$ cat config.mk
export PLATFORM = sky130hd
export DESIGN_NAME = regfile_sb
export DESIGN_NICKNAME = d
export VERILOG_FILES = /design/src/rtl/regfile_sb.sv
export SDC_FILE = /design/constraint.sdc
export NUM_CORES = 2
export LEC_CHECK = 0
export ABC_AREA = 1
export CAP_MARGIN = 15
export CORE_MARGIN = 2
export CORE_UTILIZATION = 40
export DETAILED_ROUTE_END_ITERATION = 10
export PLACE_DENSITY_LB_ADDON = 0.2
export SLEW_MARGIN = 25
export SYNTH_ARGS = -nofsm -noshare
export SYNTH_HDL_FRONTEND = slang
export SYNTH_SLANG_ARGS = --single-unit
$ cat constraint.sdc
create_clock -name clk -period 4.1 [get_ports clk]
set_input_delay 0.41 -clock clk [delete_from_list [all_inputs] [get_ports clk]]
set_output_delay 0.41 -clock clk [all_outputs]
set_load 0.05 [all_outputs]
$ cat src/rtl/regfile_sb.sv
// Parametrised register file with per-register busy scoreboard and a handshaked dump engine.
// Optional REGFILE_BYPASS_EN: write-through forwarding of wr_data to the read and dump ports.
module regfile_sb #(
  parameter int XLEN = 32,
  parameter int AW   = 5
) (
  input  logic            clk,
  input  logic            rst,
  input  logic [AW-1:0]   rs1_addr,
  input  logic [AW-1:0]   rs2_addr,
  output logic [XLEN-1:0] rs1_data,
  output logic [XLEN-1:0] rs2_data,
  output logic            rs1_busy,
  output logic            rs2_busy,
  input  logic            wr_en,
  input  logic [AW-1:0]   wr_addr,
  input  logic [XLEN-1:0] wr_data,
  input  logic            iss_en,
  input  logic [AW-1:0]   iss_addr,
  input  logic            dump_req,
  output logic            dump_valid,
  input  logic            dump_ready,
  output logic [AW-1:0]   dump_addr,
  output logic [XLEN-1:0] dump_data,
  output logic            dump_done
);

  localparam int NREG = 2 ** AW;

`ifdef REGFILE_BYPASS_EN
  localparam bit BYPASS = 1'b1;
`else
  localparam bit BYPASS = 1'b0;
`endif

  typedef enum logic [1:0] {IDLE, RUN, DONE} state_t;

  logic [XLEN-1:0] regs_reg [1:NREG-1];
  logic            busy_reg [1:NREG-1];
  logic [XLEN-1:0] rd_vec   [NREG];
  logic [NREG-1:0] busy_vec;

  state_t          state_reg;
  logic            dump_valid_reg;
  logic            dump_done_reg;
  logic [AW-1:0]   dump_addr_reg;

  logic            wr_live;

  assign rd_vec[0]   = '0;
  assign busy_vec[0] = 1'b0;

  genvar gi;
  generate
    for (gi = 1; gi < NREG; gi++) begin : g_reg
      // Issue beats write-back on the same index: a newer producer is in flight.
      always_ff @(posedge clk or negedge rst) begin
        if (!rst) begin
          regs_reg[gi] <= '0;
          busy_reg[gi] <= 1'b0;
        end else begin
          if (wr_en && wr_addr == AW'(gi)) begin
            regs_reg[gi] <= wr_data;
          end
          if (iss_en && iss_addr == AW'(gi)) begin
            busy_reg[gi] <= 1'b1;
          end else if (wr_en && wr_addr == AW'(gi)) begin
            busy_reg[gi] <= 1'b0;
          end
        end
      end

      assign rd_vec[gi]   = regs_reg[gi];
      assign busy_vec[gi] = busy_reg[gi];
    end
  endgenerate

  assign wr_live = BYPASS && wr_en && (wr_addr != '0);

  assign rs1_data  = (wr_live && rs1_addr == wr_addr) ? wr_data : rd_vec[rs1_addr];
  assign rs2_data  = (wr_live && rs2_addr == wr_addr) ? wr_data : rd_vec[rs2_addr];
  assign dump_data = (wr_live && dump_addr_reg == wr_addr) ? wr_data : rd_vec[dump_addr_reg];

  assign rs1_busy = busy_vec[rs1_addr];
  assign rs2_busy = busy_vec[rs2_addr];

  always_ff @(posedge clk or negedge rst) begin
    if (!rst) begin
      state_reg      <= IDLE;
      dump_valid_reg <= 1'b0;
      dump_done_reg  <= 1'b0;
      dump_addr_reg  <= '0;
    end else begin
      case (state_reg)
        IDLE: begin
          dump_done_reg <= 1'b0;
          if (dump_req) begin
            dump_addr_reg  <= '0;
            dump_valid_reg <= 1'b1;
            state_reg      <= RUN;
          end
        end
        RUN: begin
          if (dump_ready) begin
            if (dump_addr_reg == AW'(NREG - 1)) begin
              dump_valid_reg <= 1'b0;
              dump_done_reg  <= 1'b1;
              state_reg      <= DONE;
            end else begin
              dump_addr_reg <= dump_addr_reg + AW'(1);
            end
          end
        end
        DONE: begin
          dump_done_reg <= 1'b0;
          state_reg     <= IDLE;
        end
        default: begin
          dump_valid_reg <= 1'b0;
          dump_done_reg  <= 1'b0;
          state_reg      <= IDLE;
        end
      endcase
    end
  end

  assign dump_valid = dump_valid_reg;
  assign dump_done  = dump_done_reg;
  assign dump_addr  = dump_addr_reg;

endmodule

# [Yosys cells after proc, flatten, opt, wreduce, memory -nomap -nowiden]
# Index checks and enable logic that the tools add are counted.
[op_classes] add_sub_neg=1 n_lt_le_gt_ge=5 n_eq_ne=69 n_mux=90 bitwise_logic=4 reduce_logical=99
[ops] op="binary-select mux 32 bit (select 5 bit)" count=3
[ops] op="two-way mux 32 bit" count=6
[ops] op="== test 5 bit (second input constant)" count=33
[ops] op="== test 5 x 4 -> 1 bit (second input constant)" count=16
[ops] op="two-way mux 1 bit" count=70
[ops] op="nonzero test 2 bit" count=32
[ops] op="logical AND 1 bit" count=62
[ops] op="== test 5 x 3 -> 1 bit (second input constant)" count=8
[ops] op="== test 5 x 2 -> 1 bit (second input constant)" count=4
[ops] op="greater-or-equal comparator 6 bit (second input constant)" count=3
[ops] op="inverter 5 -> 6 bit" count=3
[ops] op="two-way mux 5 bit" count=3
[ops] op="< comparator 5 x 6 -> 1 bit (second input constant)" count=2
[ops] op="binary-select mux 1 bit (select 5 bit)" count=2
[ops] op="== test 5 x 1 -> 1 bit (second input constant)" count=2
[ops] op="one-hot mux 5 bit (2 select lines)" count=1
[ops] op="!= test 2 bit (second input constant)" count=4
[ops] op="AND reduction 4 bit" count=2
[ops] op="two-way mux 2 bit" count=3
[ops] op="adder 5 x 1 -> 5 bit (second input constant)" count=1
[ops] op="one-hot mux 2 bit (2 select lines)" count=1
[ops] op="one-hot mux 1 bit (3 select lines)" count=1
[ops] op="AND reduction 3 bit" count=1
[ops] op="== test 2 x 1 -> 1 bit (second input constant)" count=1
[ops] op="4 further kinds" count=4
[totals] reg_bits=1032 input_bits=58 output_inout_bits=105 elab_cells=334

# [Logic depth before layout (Yosys ltp)]
[depth] ltp_word=4 ltp_mapped=12 depth_no_buf=10

# [Worst setup path before layout]
# Ideal clock, no wire load.
[synth_path] path_kind="reg2out" startpoint="reg dump_addr_reg[0], in the netlist dump_addr[0]" endpoint="out dump_data[2]" t_arrival_ps=2241 required_time_ps=3690 setup_slack_ps=1449 path_stages_with_launch=12 n_path_buf=3 path_cell_list="dfrtp_1 buf_4 inv_2 buf_4 buf_2 nand2_1 nand3_1 nand2_1 nand2_1 nor2_1 nor2_1 nor2_1"
[synth_between] elab_chain_cells=4
[synth_lines] item="start, declared" line="46" rtl="logic [AW-1:0] dump_addr_reg;"
[synth_lines] item="start signal, assigned" line="110" rtl="dump_addr_reg <= dump_addr_reg + AW'(1);"
[synth_lines] item="inverter 5 -> 6 bit (not written as such)" line="82" rtl="assign dump_data = (wr_live && dump_addr_reg == wr_addr) ? wr_data : rd_vec[dump_addr_reg];"
[synth_lines] item="binary-select mux 32 bit (select 5 bit)" line="82"
[synth_lines] item="two-way mux 32 bit (not written as such) (2 in series)" line="82"
[synth_lines] item="end, declared" line="24" rtl="output logic [XLEN-1:0] dump_data,"
# No other way between the ends. The select of a mux whose other input is x is not followed.

# [Final worst setup path]
[layout_path] startpoint="reg dump_addr_reg[1], in the netlist dump_addr[1]" endpoint="out dump_data[21]"
# Same word-level chain as after synthesis.

==> impl_results.md <==
* Status: finished, final reports clean
* Cell Area, Synth at 69800 um2
* Max-cap viol count at 0
* Sw power at 0.0214 W
* Syn Inst Count at 11300
* Die Wd at 422 um
* Pwr dens at 611 nW/um2
* Largest net degree at the start of global routing at 175
* Syn Nets at 11400
* CTS resizes at 0
* DRT iter0 DRCs at 11200
* CTS Sinks at 1032
* Fin. Hold Viols at 0
* Crit Path Class: reg -> out
* Unique masters post-synth at 28
* Leak at 38.8 nW
* Finished Cell Area at 78300 um2
* Via Count at 78600
* Min cycle time layout at 3930 ps
* Yosys warns at 0
* Postcts setup bufs at 0
* Reg power frac at 28.7%
* GRT Total Usage at 36.6%
* Routed WL at 335 mm
* DP Cell Count at 13100
* RR Startpoint: dump_addr[0]$_DFFE_PN0P_
* CTS H-Tree Depth at 3
* Total gr overflow at 0
* Setup TNS at 0 ps
* Net Sw Frac at 44.7%
* Crit. End Element: output port
* Root Driver: clkbuf_16
* Pins over their slew limit at 0
* Starting Density at 40.2%
* WP data arrival at 3520 ps
* Clock tree buffer depth at 3
* Filler cells at 17900
* Period utilization at 95.9%
* Final setup violation count at 0
* Seq/Total Area, Yosys at 37.0%
* Worst slew margin at 21.2%
* Pwr Total at 0.0478 W
* Crit path from: dump_addr[1]$_DFFE_PN0P_
* Hold WS at 292 ps
* TritonRoute pass-1 iters at 9
* RSZ-0062 raised after global routing: false
* Logic pwr share at 45.9%
* Port bufs at 162
* Cell mode on critical path: nor2_1
* Vias in the first global route at 73000
* Share of cells above drive strength 1 at 5.41%
* Critical Path, Cell by Cell: buf_4 > o21ai_0 > o21ai_1 > nor2_1 > nor2_1 > nor2_1 > nor2_1 > buf_12
* Int Pwr at 0.0264 W
* Gpl congestion at 0.931
* Final #Nets at 10900
* Placeable Area at 174000 um2
* Startpoint types: flip-flop
* Dpl hpwl at 189 mm
* Rows at 153
* Worst Tran Pin Value at 1180 ps
* Syn-to-layout area delta at 12.2%
* I/O Pins at 163
* Cell Count, Final, Fillers Out at 13300
* Syn_area_per_cell at 6.17 um2
* Antenna-violating nets left at 0
* CTS Buf Count at 121
* WL/cell at 25.2 um
* Clock tree from TritonCTS: built
* Seq cells post-synth at 1032
* Die height at 422 um
* Die area at 178000 um2
* Via density at 5.90
* # DRC at 0
* Peak supply drop at 524 uV
* Clk_skew at 14.2 ps
* Worst-path clk slew at 60 ps
* Max reg flops at 992
* Clk Latency, worst-skew pair at 780 ps
* Placed Instance Area at 73900 um2
* Clock power frac at 25.4%
* Antenna violations before repair at 18
* Achievable Freq at 0.254 GHz
* Largest stage delay, worst path at 750 ps
* Slowest CP cell: buf_4
* Worst Path Max Fanout at 57
* Hold Path Class: in -> async
* First-pass GRT wire length at 491 mm
* Data required time of the worst path at 3690 ps
-- kinds of logic after synthesis --
logic type	share of synthesized area [%]
buffers and inverters	11.4
DFF	37.0
AOI/OAI and AO/OA	9.91
adders and majority gates	0.0359
and+or+nand+nor	41.7
-- power by group through the flow --
stage          Clock (W)  Sequential (W)  Combinational [W]
2_1_floorplan          0          0.0134             0.0135
3_3_place_gp           0          0.0138             0.0211
3_5_place_dp           0          0.0138             0.0213
4_1_cts           0.0122          0.0137             0.0214
5_1_grt           0.0126          0.0139             0.0235
6_report          0.0121          0.0137             0.0219
-- worst max-delay path, delay by kind of cell (launching register included) --
family / cells / cell delay, ps
flops: 1 / 510
compound gates: 2 / 460
simple gates: 4 / 750
buf+inv: 2 / 970
-- cells in the mapped netlist, drive strengths merged --
cell	count	area share, %
nand3	2099	15
inv	931	5.0
or2	1	0.0090
a211oi	1	0.011
nor2	502	2.7
a31oi	1	0.0090
clkinv	1	0.0054
nand2	4431	24
nor3	3	0.022
dfrtp	1032	37
buf	632	4.7
clkbuf	310	1.7
o32ai	1	0.013
o21a	1	0.011
a21oi	267	1.9
o21ai	1071	7.7
ha	2	0.036
a22o	21	0.26
-- final timing paths --
| path | slack [ps] | to | depth (start not counted) |
|---|---|---|---|
| max | 170 | dump_data[21] | 8 |
| min | 290 | rd_vec[296]$_DFFE_PN0P_ | 2 |
| max reg2reg | 1360 | dump_addr[1]$_DFFE_PN0P_ | 7 |
| min reg2reg | 480 | rd_vec[687]$_DFFE_PN0P_ | 2 |
| max in group asynchronous | 2610 | rd_vec[126]$_DFFE_PN0P_ | 3 |
| min in group clk | 320 | busy_reg[15]$_DFFE_PN0P_ | 3 |
-- routing by layer --
layer | global-route usage (%) | share of wire [%] | up-vias
met3 | 8.30 | 12 | 1432
li1 | - | - | 34900
met1 | 46.7 | 38 | 36500
met4 | 26.3 | 8.1 | 4
met5 | 0 | 0.0075 | -
met2 | 54.4 | 42 | 5718
-- through the flow --
stage / setup WS, ps / util [%]
finish: 167 / 45.1
global route: 133 / 45.1
CTS: 215 / 45.1
detailed placement: 989 / 42.5
global placement: 960 / 42.5
floorplan: 1450 / -
-- cell type report --
| class | instances | area, um2 | area share, % |
|---|---|---|---|
| Antenna cell | 19 | 47.5 | 0.0607 |
| Clock buffer | 170 | 3500 | 4.47 |
| Clock inverter | 56 | 870 | 1.11 |
| Inverter | 932 | 3570 | 4.56 |
| Multi-Input combinational cell | 8401 | 36200 | 46.3 |
| Sequential cell | 1032 | 25800 | 33.0 |
| Tap cell | 2325 | 2910 | 3.72 |
| Timing Repair Buffer | 382 | 5310 | 6.78 |
-- what timing repair did --
item | CTS | global route
setup endpoints to repair | 0 | 0
endpoints found under the hold margin | 53 | 0
hold buffers | 1 | 0
-- layout by cell type, fill, tap and decap left out, drive strengths merged --
master,netlist,routed
diode,0,19
clkinvlp,0,8
buf,632,328
dlygate4sd3,0,1
a211oi,1,1
o21a,1,1
inv,931,926
nor2,502,502
ha,2,2
clkdlybuf4s50,0,53
or2,1,1
clkbuf,310,170
dfrtp,1032,1032
o21ai,1071,1071
a31oi,1,1
bufinv,0,22
a22o,21,21
nand2,4431,4431
nand3,2099,2099
o32ai,1,1
clkinv,1,32
nor3,3,3
a21oi,267,267
Power figures use the tool's default switching activity.
